**src/rtl/lane_skew_delay_pkg.sv**
```systemverilog
// -----------------------------------------------------------------------------
// lane_skew_delay_pkg
// Shared definitions for the NTT lane re-skew block: lane count, coefficient
// width, the packed lane bundle type, the control FSM encoding and the
// per-lane delay helper.
// Optional feature macro used by the top: LANE_SKEW_BYPASS_EN.
// -----------------------------------------------------------------------------
package lane_skew_delay_pkg;

  localparam int LANES  = 8;
  localparam int COEF_W = 16;

  // One coefficient per lane; lane 0 is the least significant slice.
  typedef logic [LANES-1:0][COEF_W-1:0] lane_t;

  typedef enum logic [1:0] {
    S_IDLE,
    S_FILL,
    S_RUN,
    S_DRAIN
  } state_t;

  // Delay of lane i in valid beats. Descending order (ascend=0) makes the
  // highest lane the zero-delay lane.
  function automatic int skew_delay(input int i, input int step, input bit ascend);
    return ascend ? i * step : (LANES - 1 - i) * step;
  endfunction

endpackage

```
**src/rtl/lane_skew_delay_lane_shift_reg.sv**
```systemverilog
// -----------------------------------------------------------------------------
// lane_shift_reg
// Gated shift register for one lane. Advances only when en=1; zero_ins
// replaces the incoming word with zero (used while draining). DEPTH=0 is a
// pure passthrough so the caller can treat every lane uniformly.
// Ports:
//   clk, rst  clock, synchronous active-high reset
//   en        shift enable
//   zero_ins  insert zero at the tail instead of din
//   din       incoming lane word
//   dout      word leaving the line (value to capture on this shift)
// -----------------------------------------------------------------------------
module lane_shift_reg #(
  parameter int DEPTH = 1,
  parameter int W     = 16
) (
  input  logic         clk,
  input  logic         rst,
  input  logic         en,
  input  logic         zero_ins,
  input  logic [W-1:0] din,
  output logic [W-1:0] dout
);

  logic [W-1:0] tail;
  assign tail = zero_ins ? '0 : din;

  if (DEPTH == 0) begin : g_wire
    logic unused_ctrl;
    assign unused_ctrl = &{1'b0, clk, rst, en};
    assign dout = tail;
  end else begin : g_reg
    logic [DEPTH-1:0][W-1:0] sr;

    // NOTE: the delay line is cleared on reset on purpose: a drain after a
    // partial fill must emit zeros, not stale data, for the unfilled taps.
    always_ff @(posedge clk) begin
      if (rst) begin
        sr <= '0;
      end else if (en) begin
        sr[0] <= tail;
        for (int k = 1; k < DEPTH; k++) sr[k] <= sr[k-1];
      end
    end

    assign dout = sr[DEPTH-1];
  end

endmodule

```
**src/rtl/lane_skew_delay.sv**
```systemverilog
// -----------------------------------------------------------------------------
// lane_skew_delay
// Per-lane gated delay line realigning the diagonal words of the stage-1
// commutator into column order. Lane i is delayed by skew_delay(i) valid
// beats; the block tracks fill, supports an explicit drain (flush) and an
// end-of-transform clear (nttend).
// Optional feature: define LANE_SKEW_BYPASS_EN to add the bypass input, which
// passes lane_in/valid_in straight to the output registers and freezes the
// delay lines and FSM while asserted.
// Ports:
//   clk, rst   clock, synchronous active-high reset
//   valid_in   lane_in carries a valid beat
//   lane_in    input lanes
//   flush      start draining held data (pulse)
//   nttend     clear control state (data registers kept)
//   bypass     (LANE_SKEW_BYPASS_EN only) direct passthrough
//   lane_out   realigned lanes, registered
//   valid_out  lane_out is a complete aligned word
//   busy       block is in FILL, RUN or DRAIN
//   drop_err   pulse when valid_in arrives during DRAIN
// -----------------------------------------------------------------------------
module lane_skew_delay
  import lane_skew_delay_pkg::*;
#(
  parameter int LANES  = 8,
  parameter int STEP   = 1,
  parameter bit ASCEND = 1'b0
) (
  input  logic  clk,
  input  logic  rst,
  input  logic  valid_in,
  input  lane_t lane_in,
  input  logic  flush,
  input  logic  nttend,
`ifdef LANE_SKEW_BYPASS_EN
  input  logic  bypass,
`endif
  output lane_t lane_out,
  output logic  valid_out,
  output logic  busy,
  output logic  drop_err
);

  localparam int MAXD  = (LANES - 1) * STEP;
  localparam int CNT_W = (MAXD > 0) ? $clog2(MAXD + 1) : 1;
  localparam logic [CNT_W-1:0] MAXD_C = CNT_W'(MAXD);
  localparam logic [CNT_W-1:0] ONE_C  = CNT_W'(1);

  state_t           state, state_nx;
  logic [CNT_W-1:0] fill_cnt, fill_nx, fill_inc;
  logic [CNT_W-1:0] drain_cnt, drain_nx;
  logic             shift, zero_ins, valid_nx, drop_nx;
  logic             frozen;
  lane_t            tap;

`ifdef LANE_SKEW_BYPASS_EN
  assign frozen = bypass;
`else
  assign frozen = 1'b0;
`endif

  for (genvar i = 0; i < LANES; i++) begin : g_lane
    lane_shift_reg #(
      .DEPTH(skew_delay(i, STEP, ASCEND)),
      .W    (COEF_W)
    ) u_sr (
      .clk     (clk),
      .rst     (rst),
      .en      (shift),
      .zero_ins(zero_ins),
      .din     (lane_in[i]),
      .dout    (tap[i])
    );
  end

  // NOTE: state registers use non-blocking assignments so every flop samples
  // the pre-edge values regardless of statement order.
  always_ff @(posedge clk) begin
    if (rst) begin
      state     <= S_IDLE;
      fill_cnt  <= '0;
      drain_cnt <= '0;
    end else begin
      state     <= state_nx;
      fill_cnt  <= fill_nx;
      drain_cnt <= drain_nx;
    end
  end

  // NOTE: every output of this block gets a default first, so no path can
  // leave a signal unassigned and infer a latch.
  always_comb begin
    state_nx = state;
    fill_nx  = fill_cnt;
    drain_nx = drain_cnt;
    shift    = 1'b0;
    zero_ins = 1'b0;
    valid_nx = 1'b0;
    drop_nx  = 1'b0;
    fill_inc = fill_cnt + ONE_C;

    if (frozen) begin
      // Delay lines and counters hold; outputs are overridden downstream.
    end else if (nttend) begin
      state_nx = S_IDLE;
      fill_nx  = '0;
      drain_nx = '0;
    end else begin
      unique case (state)
        S_IDLE: begin
          if (valid_in) begin
            shift = 1'b1;
            if (MAXD == 0) begin
              state_nx = S_RUN;
            end else begin
              fill_nx  = ONE_C;
              state_nx = (ONE_C == MAXD_C) ? S_RUN : S_FILL;
            end
          end
        end
        S_FILL: begin
          // A beat arriving with flush is counted before the drain starts.
          if (valid_in) begin
            shift   = 1'b1;
            fill_nx = fill_inc;
          end
          if (flush) begin
            state_nx = S_DRAIN;
            drain_nx = fill_nx;
          end else if (fill_nx == MAXD_C) begin
            state_nx = S_RUN;
          end
        end
        S_RUN: begin
          if (valid_in) begin
            shift    = 1'b1;
            valid_nx = 1'b1;
          end
          if (flush) begin
            if (MAXD == 0) begin
              state_nx = S_IDLE;
              fill_nx  = '0;
            end else begin
              state_nx = S_DRAIN;
              drain_nx = MAXD_C;
            end
          end
        end
        S_DRAIN: begin
          // Shift zeros in every cycle; incoming beats are refused.
          shift    = 1'b1;
          zero_ins = 1'b1;
          valid_nx = 1'b1;
          drop_nx  = valid_in;
          drain_nx = drain_cnt - ONE_C;
          if (drain_cnt == ONE_C) begin
            state_nx = S_IDLE;
            fill_nx  = '0;
          end
        end
        default: state_nx = S_IDLE;
      endcase
    end
  end

  always_ff @(posedge clk) begin
    if (rst) begin
      lane_out  <= '0;
      valid_out <= 1'b0;
      drop_err  <= 1'b0;
    end else begin
      valid_out <= valid_nx;
      drop_err  <= drop_nx;
      if (shift) lane_out <= tap;
`ifdef LANE_SKEW_BYPASS_EN
      if (bypass) begin
        lane_out  <= lane_in;
        valid_out <= valid_in;
      end
`endif
    end
  end

  assign busy = (state != S_IDLE);

endmodule

```
**config.mk**
```make
export PLATFORM = sky130hd
export DESIGN_NAME = lane_skew_delay
export DESIGN_NICKNAME = d
export VERILOG_FILES = /design/src/rtl/lane_skew_delay_pkg.sv /design/src/rtl/lane_skew_delay_lane_shift_reg.sv /design/src/rtl/lane_skew_delay.sv
export SDC_FILE = /design/constraint.sdc
export NUM_CORES = 1
export LEC_CHECK = 0
export BUFFER_PORTS_ARGS = -buffer_cell sky130_fd_sc_hd__clkbuf_2
export CAP_MARGIN = 20
export CORE_MARGIN = 1.5
export CORE_UTILIZATION = 57
export CTS_CLUSTER_DIAMETER = 60
export DETAILED_ROUTE_END_ITERATION = 7
export PLACE_DENSITY = 0.78
export SLEW_MARGIN = 20
export SYNTH_ARGS = -nofsm -noshare
export SYNTH_HDL_FRONTEND = slang
export SYNTH_SLANG_ARGS = --single-unit
```
**constraint.sdc**
```tcl
create_clock -name clk -period 2.2 [get_ports clk]
set_clock_uncertainty 0.15 [all_clocks]
set_input_delay 0.11 -clock clk [delete_from_list [all_inputs] [get_ports clk]]
set_output_delay 0.11 -clock clk [all_outputs]
set_load 0.02 [all_outputs]
```
==> reports/qor.csv <==
metric,value,unit
Final Hold Slack,0.170,ns
number of global-route vias before repair,17200,
drt first pass iters,8,
DR DRC count,15,
Syn Inst Count,2594,
die area,0.0376,mm²
initial antenna violation count,4,
total number of vias,18100,
mux contribution to synthesized area,0.000963,
fraction of layout cells with a size suffix above 1,0.142,
Clk network pwr share,0.443,
nets@finish,3049,
critical path type,flop to flop,
Final WS setup,0.0872,ns
wire per inst,14.4,µm
"top cells by area, synth","dfxtp_1 (56%), nand2_1 (19%), a21oi_1 (14%), nand3b_1 (4.6%), clkbuf_1 (2.2%)",
Logic pwr share,0.060,
Worst Hold Class,input port to flop,
global-route wire length before repair,82500,µm
Lkg Pwr,9.29,nW
Cell Rows,69,
design area,0.0260,mm²
Max Slew Vio Count,0,
"Critical Path, Cell by Cell",ha_1 > nand2_2 > or4b_4 > a31oi_2 > o21ai_1 > o221a_1,
post-route setup TNS,0,ns
dpl cell area,0.0225,mm²
CTS tree,done,
"Max stage delay cell, worst path",or4b_4,
GPL Wtd Cong,0.835,
Net Sw Frac,0.224,
MaxCap Viol Count,0,
Die W,194,µm
relative slew slack,0.549,
Max IR drop VDD,0.000657,V
CTS root buf,clkbuf_16,
Synth area leader,dfxtp_1,
Util after Layout,0.727,
Final min period,2.11,ns
Power Density,842,mW/mm²
RSZ-0062 raised after global routing,no,
die height,194,µm
WP data arrival,2.43,ns
Iter 0 DRT Violations,1159,
Mapped Area,0.0208,mm²
register area,0.0117,mm²
clk slew on worst S/H paths,0.06,ns
Synth Area in Simple Gates,0.239,
XOR/XNOR Fraction of Synth Area,0.000842,
crit-path max FO,6,
Vias/cell,5.30,
failing checks,design-rule violations,
worst slew pin tran,0.677,ns
Max stage delay on crit path,0.53,ns
final setup fails,0,
post-synthesis compound-gate area fraction,0.146,
htree depth,2,
"commonest non-fill, non-tap cell in the layout",nand2_1,
most frequent cells in the layout,"nand2_1 (1031), dfxtp_1 (583), a21oi_1 (582)",
syn avg cell area,8.02,µm²
Crit path required time,2.52,ns
GR Util All Layers,0.258,
dpl ws,0.0509,ns
gr ovfl total,0,
TritonCTS buffer count,57,
num ports,264,
Multi-input gate area,0.00818,mm²
sequential-to-total area share from yosys stat,0.564,
largest net degree at the start of global routing,140,
clk_lat worst skew,0.60,ns
Worst setup EP type,flop,
final hold vios,0,
P_int,0.0170,W
Startpoint Class,flop,
Yosys warning total,0,
run status,"finished, violations left",
Starting Density,0.582,
Clock Sinks,586,
switching power,0.00490,W
post-synthesis adder-cell area fraction,0.00542,
Reg2Reg Setup Slack,0.09,ns
drt total wl,49300,µm
Area growth syn-to-layout,24.9,%
Max clock buf depth,3,
crit share post-route,0.960,
detailed placer's ending HPWL,28300,µm
largest family of logic cells by synthesized area,simple AND/OR/NAND/NOR gates,
Mapped Nets,2736,
sequential power share,0.496,
Core ar.,0.0357,mm²
Max Clock Freq,473,MHz
synth unique cells,35,
DRT antenna net count,0,
top cell type's share of synthesized area,0.564,
fillers,2737,
IO buf count,263,
"flops & latches, synth",586,
layout make-up:
type,instances,share of cell area
antenna,4,0.000385
clock buffer,78,0.0630
clock inverter,24,0.00968
inverter,6,0.000867
multi-input combinational,1794,0.315
sequential,586,0.452
tap,461,0.0222
timing repair buffer,462,0.137
critical path: cells and delay by family (launching register included):
family	cells	cell delay, ns
AO/OA/AOI/OAI	3	0.63
AND/OR/NAND/NOR	2	0.62
flip-flops	1	0.39
adder cells (fa/ha/maj)	1	0.21
per-stage QoR:
step	std cells	power, W
after floorplan	2594	0.0118
after global placement	3158	0.0121
after detailed placement	3158	0.0122
after CTS	3409	0.0220
after global routing	3415	0.0226
final	3415	0.0219
layer usage:
metal / up-vias / track usage / wire length (µm)
li1: 9072 / - / -
met1: 8439 / 0.334 / 21300
met2: 484 / 0.426 / 23400
met3: 112 / 0.0565 / 3150
met4: 0 / 0.0911 / 1340
met5: - / 0 / 0
sequential cells by signal (all words and copies together), names as in the netlist:
register,flops
g_lane.u_sr.g_reg.sr,336
lane_out,128
g_lane.u_sr.dout,112
drain_cnt,3
fill_cnt,3
state,2
drop_err,1
valid_out,1
cells by family after synthesis:
family	after synthesis
and+or+nand+nor	1184
muxes	2
xor gates and xnor gates	2
DFF	586
buffers and inverters	214
adders and majority gates	9
AOI/OAI and AO/OA	597
power by group through the flow:
stage	Sequential (W)	Combinational, W	Clock [W]
after floorplan	0.0111	0.000674	0
after global placement	0.0111	0.00105	0
after detailed placement	0.0111	0.00108	0
after CTS	0.0109	0.00129	0.00986
after global routing	0.0109	0.00145	0.0103
final	0.0109	0.00132	0.00969
what timing repair did:
action,CTS,global route
hold endpoints to repair,235,0
gates resized for setup,0,5
endpoints found under the setup margin,0,19
setup buffers,0,1
hold buffers,149,0
path summary, 6_finish.rpt:
kind              cells after the start                           to                   startpoint
setup reg to reg                      6                     state[0]                  fill_cnt[0]
hold reg to reg                       2  g_lane[2].u_sr.g_reg.sr[40]  g_lane[2].u_sr.g_reg.sr[24]
setup / recovery                      6                     state[0]                  fill_cnt[0]
hold / removal                        4   g_lane[1].u_sr.g_reg.sr[0]                  lane_in[16]
synthesized netlist by cell type:
| library cell | n |
|---|---|
| and3_1 | 1 |
| nor4bb_1 | 1 |
| ha_1 | 9 |
| o21ai_0 | 3 |
| o221a_1 | 2 |
| o221a_2 | 2 |
| a211o_1 | 1 |
| nand2_1 | 1031 |
| xnor2_1 | 1 |
| dfxtp_1 | 586 |
| buf_4 | 1 |
| nor3b_1 | 1 |
| and3b_1 | 1 |
| nand4_1 | 1 |
| buf_2 | 75 |
| a211oi_2 | 1 |
| a21oi_1 | 582 |
| a31oi_2 | 1 |
| o22ai_1 | 1 |
| mux2i_1 | 2 |
| nor2b_1 | 2 |
| nor2_1 | 12 |
| nand3b_1 | 128 |
| xor2_1 | 1 |
| nand2b_1 | 1 |
| o21ai_1 | 2 |
| inv_1 | 6 |
| nand2_2 | 1 |
| clkbuf_1 | 122 |
| nor2_2 | 1 |
| buf_1 | 10 |
| a32oi_1 | 1 |
| or4b_4 | 1 |
| or2_2 | 2 |
| a211oi_1 | 1 |
(Power assumes the default switching activity.)
